$ cat src/rtl/adder_pkg.sv
// Shared definitions for the pipelined add/subtract unit: mode encodings
// and the configuration helpers used when sizing and checking the pipeline.
// Optional feature macro: PADD_OVF_EN (adds the signed-overflow output).
package adder_pkg;

    // Encodings of the sub input
    localparam logic ADD = 1'b0;
    localparam logic SUB = 1'b1;

    // Width of the operand slice that a single pipeline stage resolves
    function automatic int chunkWidth(input int n, input int stages);
        return n / stages;
    endfunction

    // The operand width has to split into equal chunks, one per stage
    function automatic bit widthDivisible(input int n, input int stages);
        return (stages > 0) && ((n % stages) == 0);
    endfunction

    // Every stage needs at least one bit of its own to work on
    function automatic bit depthInRange(input int n, input int stages);
        return (stages >= 1) && (stages <= n);
    endfunction

endpackage

$ cat src/rtl/adder_stage.sv
// One pipeline stage of the add/subtract unit. It resolves operand chunk K
// with a W-bit ripple chain fed by the carry registered in the previous
// stage, and forwards the full operands, the partial result and its own
// carry to the next stage. The stage also owns its slot of the valid chain
// and tells the upstream side whether it can take a new beat.
module adder_stage #(
    parameter int N = 16,
    parameter int W = 4,
    parameter int K = 0
) (
    input  logic         clk,
    input  logic         rst_n,
    input  logic         i_valid,
    output logic         o_ready,
    input  logic [N-1:0] i_a,
    input  logic [N-1:0] i_b,
    input  logic [N-1:0] i_sum,
    input  logic         i_carry,
    output logic         o_valid,
    input  logic         i_ready,
    output logic [N-1:0] o_a,
    output logic [N-1:0] o_b,
    output logic [N-1:0] o_sum,
    output logic         o_carry
);

    logic         r_valid;
    logic [N-1:0] r_a;
    logic [N-1:0] r_b;
    logic [N-1:0] r_sum;
    logic         r_carry;

    logic [W:0]   w_chain;
    logic [W-1:0] w_chunk;
    logic [N-1:0] w_sumNext;
    logic         w_load;

    assign w_chain[0] = i_carry;

    // Ripple chain across this stage's chunk only; the carry into the next
    // chunk is registered, which bounds the per-cycle carry path to W bits.
    for (genvar j = 0; j < W; j++) begin : g_bit
        full_adder u_fa (
            .i_a   (i_a[K*W + j]),
            .i_b   (i_b[K*W + j]),
            .i_cin (w_chain[j]),
            .o_sum (w_chunk[j]),
            .o_cout(w_chain[j+1])
        );
    end

    // The stage can take a new beat when it is empty or its current beat is
    // moving on this cycle; this ripples back from the consumer's ready.
    assign w_load  = !r_valid || i_ready;
    assign o_ready = w_load;

    // Merge the freshly resolved chunk into the partial result
    always_comb begin
        w_sumNext            = i_sum;
        w_sumNext[K*W +: W]  = w_chunk;
    end

    // Valid bit of this slot; a bubble is loaded as readily as a real beat
    // so gaps upstream never hold back the downstream stages.
    always_ff @(posedge clk or negedge rst_n) begin
        if (!rst_n) begin
            r_valid <= 1'b0;
        end else if (w_load) begin
            r_valid <= i_valid;
        end
    end

    // Payload registers only change when a real beat arrives, so a stalled
    // last stage keeps its result steady for the consumer.
    always_ff @(posedge clk or negedge rst_n) begin
        if (!rst_n) begin
            r_a     <= '0;
            r_b     <= '0;
            r_sum   <= '0;
            r_carry <= 1'b0;
        end else if (w_load && i_valid) begin
            r_a     <= i_a;
            r_b     <= i_b;
            r_sum   <= w_sumNext;
            r_carry <= w_chain[W];
        end
    end

    assign o_valid = r_valid;
    assign o_a     = r_a;
    assign o_b     = r_b;
    assign o_sum   = r_sum;
    assign o_carry = r_carry;

endmodule

$ cat src/rtl/full_adder.sv
// One-bit full adder, the building block of each stage's ripple chain.
module full_adder (
    input  logic i_a,
    input  logic i_b,
    input  logic i_cin,
    output logic o_sum,
    output logic o_cout
);

    assign o_sum  = i_a ^ i_b ^ i_cin;
    assign o_cout = (i_a & i_b) | (i_cin & (i_a ^ i_b));

endmodule

$ cat src/rtl/pipelined_adder.sv
// Pipelined N-bit add/subtract unit with valid/ready handshakes on both
// sides. The operands are split into STAGES chunks, one chunk resolved per
// stage, with the inter-chunk carry registered between stages.
// Optional feature macro: PADD_OVF_EN adds the registered signed-overflow
// output ovf, aligned with sum.
module pipelined_adder
    import adder_pkg::*;
#(
    parameter int N      = 16,
    parameter int STAGES = 4
) (
    input  logic         clk,
    input  logic         rst_n,
    input  logic         in_valid,
    output logic         in_ready,
    input  logic [N-1:0] a,
    input  logic [N-1:0] b,
    input  logic         cin,
    input  logic         sub,
    output logic         out_valid,
    input  logic         out_ready,
    output logic [N-1:0] sum,
`ifdef PADD_OVF_EN
    output logic         cout,
    output logic         ovf
`else
    output logic         cout
`endif
);

    localparam int W = chunkWidth(N, STAGES);

    if (!widthDivisible(N, STAGES) || !depthInRange(N, STAGES)) begin : g_cfgCheck
        $error("pipelined_adder: N must be a multiple of STAGES and 1 <= STAGES <= N");
    end

    // Index k is the input side of stage k; index STAGES is the output of
    // the last stage.
    logic         w_valid [STAGES+1];
    logic         w_load  [STAGES+1];
    logic [N-1:0] w_a     [STAGES+1];
    logic [N-1:0] w_b     [STAGES+1];
    logic [N-1:0] w_sum   [STAGES+1];
    logic         w_carry [STAGES+1];

    logic [N-1:0] w_effB;
    logic         w_effCin;

    // Subtraction is a + ~b + 1, so the mode only changes what enters stage 0
    always_comb begin
        w_effB   = b;
        w_effCin = cin;
        if (sub == SUB) begin
            w_effB   = ~b;
            w_effCin = 1'b1;
        end
    end

    assign w_valid[0]      = in_valid;
    assign w_a[0]          = a;
    assign w_b[0]          = w_effB;
    assign w_sum[0]        = '0;
    assign w_carry[0]      = w_effCin;
    assign w_load[STAGES]  = out_ready;

    for (genvar k = 0; k < STAGES; k++) begin : g_stage
        adder_stage #(
            .N(N),
            .W(W),
            .K(k)
        ) u_stage (
            .clk    (clk),
            .rst_n  (rst_n),
            .i_valid(w_valid[k]),
            .o_ready(w_load[k]),
            .i_a    (w_a[k]),
            .i_b    (w_b[k]),
            .i_sum  (w_sum[k]),
            .i_carry(w_carry[k]),
            .o_valid(w_valid[k+1]),
            .i_ready(w_load[k+1]),
            .o_a    (w_a[k+1]),
            .o_b    (w_b[k+1]),
            .o_sum  (w_sum[k+1]),
            .o_carry(w_carry[k+1])
        );
    end

    assign in_ready  = w_load[0];
    assign out_valid = w_valid[STAGES];
    assign sum       = w_sum[STAGES];
    assign cout      = w_carry[STAGES];

`ifdef PADD_OVF_EN
    // The last stage already holds the sign bits of A and effective B, so
    // overflow is derived from registers and stays aligned with sum.
    assign ovf = (w_a[STAGES][N-1] == w_b[STAGES][N-1]) &&
                 (w_sum[STAGES][N-1] != w_a[STAGES][N-1]);
`endif

endmodule

$ cat config.mk
export PLATFORM = sky130hd
export DESIGN_NAME = pipelined_adder
export DESIGN_NICKNAME = d
export VERILOG_FILES = /design/src/rtl/adder_pkg.sv /design/src/rtl/adder_stage.sv /design/src/rtl/full_adder.sv /design/src/rtl/pipelined_adder.sv
export SDC_FILE = /design/constraint.sdc
export NUM_CORES = 1
export LEC_CHECK = 0
export ABC_CLOCK_PERIOD_IN_PS = 2580
export BUFFER_PORTS_ARGS = -buffer_cell sky130_fd_sc_hd__buf_2
export CAP_MARGIN = 20
export CORE_MARGIN = 2
export CORE_UTILIZATION = 30
export CTS_CLUSTER_DIAMETER = 40
export DETAILED_ROUTE_END_ITERATION = 10
export PLACE_DENSITY_LB_ADDON = 0.08
export SLEW_MARGIN = 20
export SYNTH_ARGS = -nofsm -noshare
export SYNTH_HDL_FRONTEND = slang
export SYNTH_SLANG_ARGS = --single-unit
$ cat constraint.sdc
create_clock -name clk -period 2.58 [get_ports clk]
set_clock_uncertainty 0.1 [all_clocks]
set_input_delay 0.258 -clock clk [delete_from_list [all_inputs] [get_ports clk]]
set_output_delay 0.258 -clock clk [all_outputs]
set_load 0.02 [all_outputs]
==> qor.csv <==
metric;value;unit
library cells used by synthesis;18;
max_cap viols;0;
antenna violations before repair;0;
worst-path fanout max;2;
first-pass GRT wire length;12100;um
chip height;122;um
drt drc;0;
Syn. warnings;0;
min cycle time layout;2.40;ns
Gate Count Post-Synth;280;
Setup Buffers After CTS;0;
Tot Pwr;0.00502;W
worst hold slack;0.0513;ns
Total Routing Usage GR;11.0;%
most used cell, CP;fa_1;
Layout area overhead;19.4;%
First-pass DRT Iterations;3;
worst-path cell chain;inv_1 -> fa_1 -> inv_1 -> fa_1 -> fa_1 -> inv_1 -> fa_1 -> o21ai_0;
worst-path cell with the longest stage delay;fa_1;
initial core utilization;30.4;%
final setup fails;0;
CP startpoint;g_stage[0].u_stage.o_carry$_DFFE_PN0P_;
port buffer count;56;
Mapped Nets;334;
WS Path Type;reg -> reg;
Fmax;0.417;GHz
initial DRC count;41;
placed cell area;0.00471;mm^2
clk sink count;96;
Clk Latency, worst-skew pair;0.33;ns
post-route insts no fill;532;
startpoint types;register;
crit path DAT;2.56;ns
n_diodes;0;
Cells after DPL;515;
layout cell share with drive strength beyond 1;44.3;%
Max Slew Vio Count;0;
Power Density;1010;mW/mm^2
total routed wirelength;7500;um
sequential fraction of the synthesis area;57.5;%
Via density;4.15;
number of fill cells;1349;
syn avg cell area;14.9;um^2
die area;0.0149;mm^2
R2R depth;8;
largest net degree at the start of global routing;70;
Tcrit/Tclk final;93.0;%
number of buffers created by CTS;9;
vias in the first global route;2266;
Avg WL per Cell;14.1;um
Hold Crit Depth;2;
CP required;2.74;ns
Rows;43;
Leak;2.32;nW
final core occ;36.3;%
max_slew headroom;69.2;%
HP Start;a[6];
clock-pin slew on the worst setup and hold paths;0.06;ns
Mapped Area;0.00418;mm^2
CP Capture Type;register;
RSZ-0062 raised after global routing;no;
Total Nets Final;401;
CTS H-tree depth;3;
Tightest Pin Transition;0.460;ns
I/O pin cnt;57;
worst reg2reg path startpoint;g_stage[0].u_stage.o_carry$_DFFE_PN0P_;
status;completed;
gr ovfl total;0;
critical path's largest stage delay;0.45;ns
CTS tree;yes;
clock buffer depth;2;
core area;0.0137;mm^2
Die Width;122;um
routed via count;2207;
peak supply drop;0.324;mV
DP Wirelength;5250;um
Hold Fails Final Rpt;0;
min-delay worst type;in -> reg;
Routed Antenna Nets;0;
register bit total from synthesis;96;
final instance area;0.00498;mm^2
Placer Congestion;0.653;
root buffer cell;clkbuf_16;
[cell usage in the layout, fill, tap and decap left out, types with 6 or more instances in the layout]
cell       Yosys  routed
inv_1         34      34
mux2_2        73      73
fa_1          16      14
clkbuf_16      0       9
buf_4          0       9
buf_2          8      55
xor2_1        11      11
mux2i_1       12      12
dfrtp_1       96      96
clkbuf_1       0       6
[power by group]
part / switching (W) / leakage (nW) / internal (W)
clock network: 0.000528 / 0.125 / 0.000684
logic: 0.000713 / 1.08 / 0.000768
registers: 0.000272 / 1.12 / 0.00206
[cells in the mapped netlist]
master / n / area (um^2)
a21boi_2: 1 / 11.3
and4b_1: 1 / 10.0
buf_2: 8 / 40.0
buf_6: 2 / 22.5
dfrtp_1: 96 / 2400
fa_1: 16 / 320
inv_1: 34 / 128
mux2_2: 73 / 822
mux2_4: 5 / 75.1
mux2i_1: 12 / 120
nand2_1: 5 / 18.8
nand2b_1: 4 / 25.0
nand3b_1: 1 / 7.51
nand4b_1: 1 / 8.76
nor2_1: 1 / 3.75
o21ai_0: 4 / 20.0
xnor2_1: 5 / 43.8
xor2_1: 11 / 96.3
[layout make-up]
class | instances | area, um^2 | share of cell area [%]
multi-input combinational | 140 | 1600 | 32.0
timing repair buffer | 66 | 373 | 7.48
clock buffer | 16 | 262 | 5.25
sequential | 96 | 2400 | 48.2
tap | 180 | 225 | 4.52
inverter | 34 | 128 | 2.56
[per-layer routing]
metal | track usage (%) | wire length [um] | up-vias
met5 | 0 | 0 | -
met3 | 2.11 | 213 | 10
met2 | 16.1 | 3420 | 39
met4 | 6.25 | 179 | 0
met1 | 15.2 | 3680 | 1105
li1 | - | - | 1053
[critical path: cells and delay by family, from the launching register on]
family,cells,cell delay (ns)
AOI/OAI and AO/OA,1,0.16
adders and majority gates,4,1.46
buffers and inverters,3,0.24
DFF,1,0.38
[logic make-up (layout without fill, tap and decap cells)]
| kind of cell | count (synthesis) | after routing | synth area share, % |
|---|---|---|---|
| buffers and inverters | 44 | 116 | 4.55 |
| AND/OR/NAND/NOR | 13 | 13 | 1.77 |
| XOR/XNOR | 16 | 16 | 3.36 |
| flip-flops | 96 | 96 | 57.5 |
| AO/OA/AOI/OAI | 5 | 5 | 0.749 |
| adder cells (fa/ha/maj) | 16 | 16 | 7.67 |
| multiplexers | 90 | 90 | 24.4 |
[final timing paths]
check                                                            to  slack, ns
setup / recovery            g_stage[1].u_stage.o_sum[7]$_DFFE_PN0P_       0.18
hold / removal                g_stage[0].u_stage.o_a[6]$_DFFE_PN0P_       0.05
setup reg to reg            g_stage[1].u_stage.o_sum[7]$_DFFE_PN0P_       0.18
hold reg to reg            g_stage[3].u_stage.o_sum[13]$_DFFE_PN0P_       0.40
max in group asynchronous    g_stage[0].u_stage.o_b[12]$_DFFE_PN0P_       1.41
min in group asynchronous   g_stage[2].u_stage.o_sum[2]$_DFFE_PN0P_       0.28
[registers in the layout, summed over array words and instances, names as in the netlist]
register,cells
g_stage.u_stage.o_a,24
g_stage.u_stage.o_b,24
g_stage.u_stage.o_valid,4
g_stage.u_stage.o_carry,4
g_stage.u_stage.o_sum,40
[per-stage QoR]
stage               setup WS, ns  setup TNS, ns
floorplan                 -0.108         -0.108
global placement          0.0205              0
detailed placement       -0.0239        -0.0239
CTS                        0.156              0
global route            0.000205              0
finish                     0.181              0
[timing repair]
item | 4_1_cts | 5_1_grt
endpoints found under the hold margin | 27 | 0
hold buffers | 1 | 0
resized for setup | 0 | 0
Power figures use the tool's default switching activity.
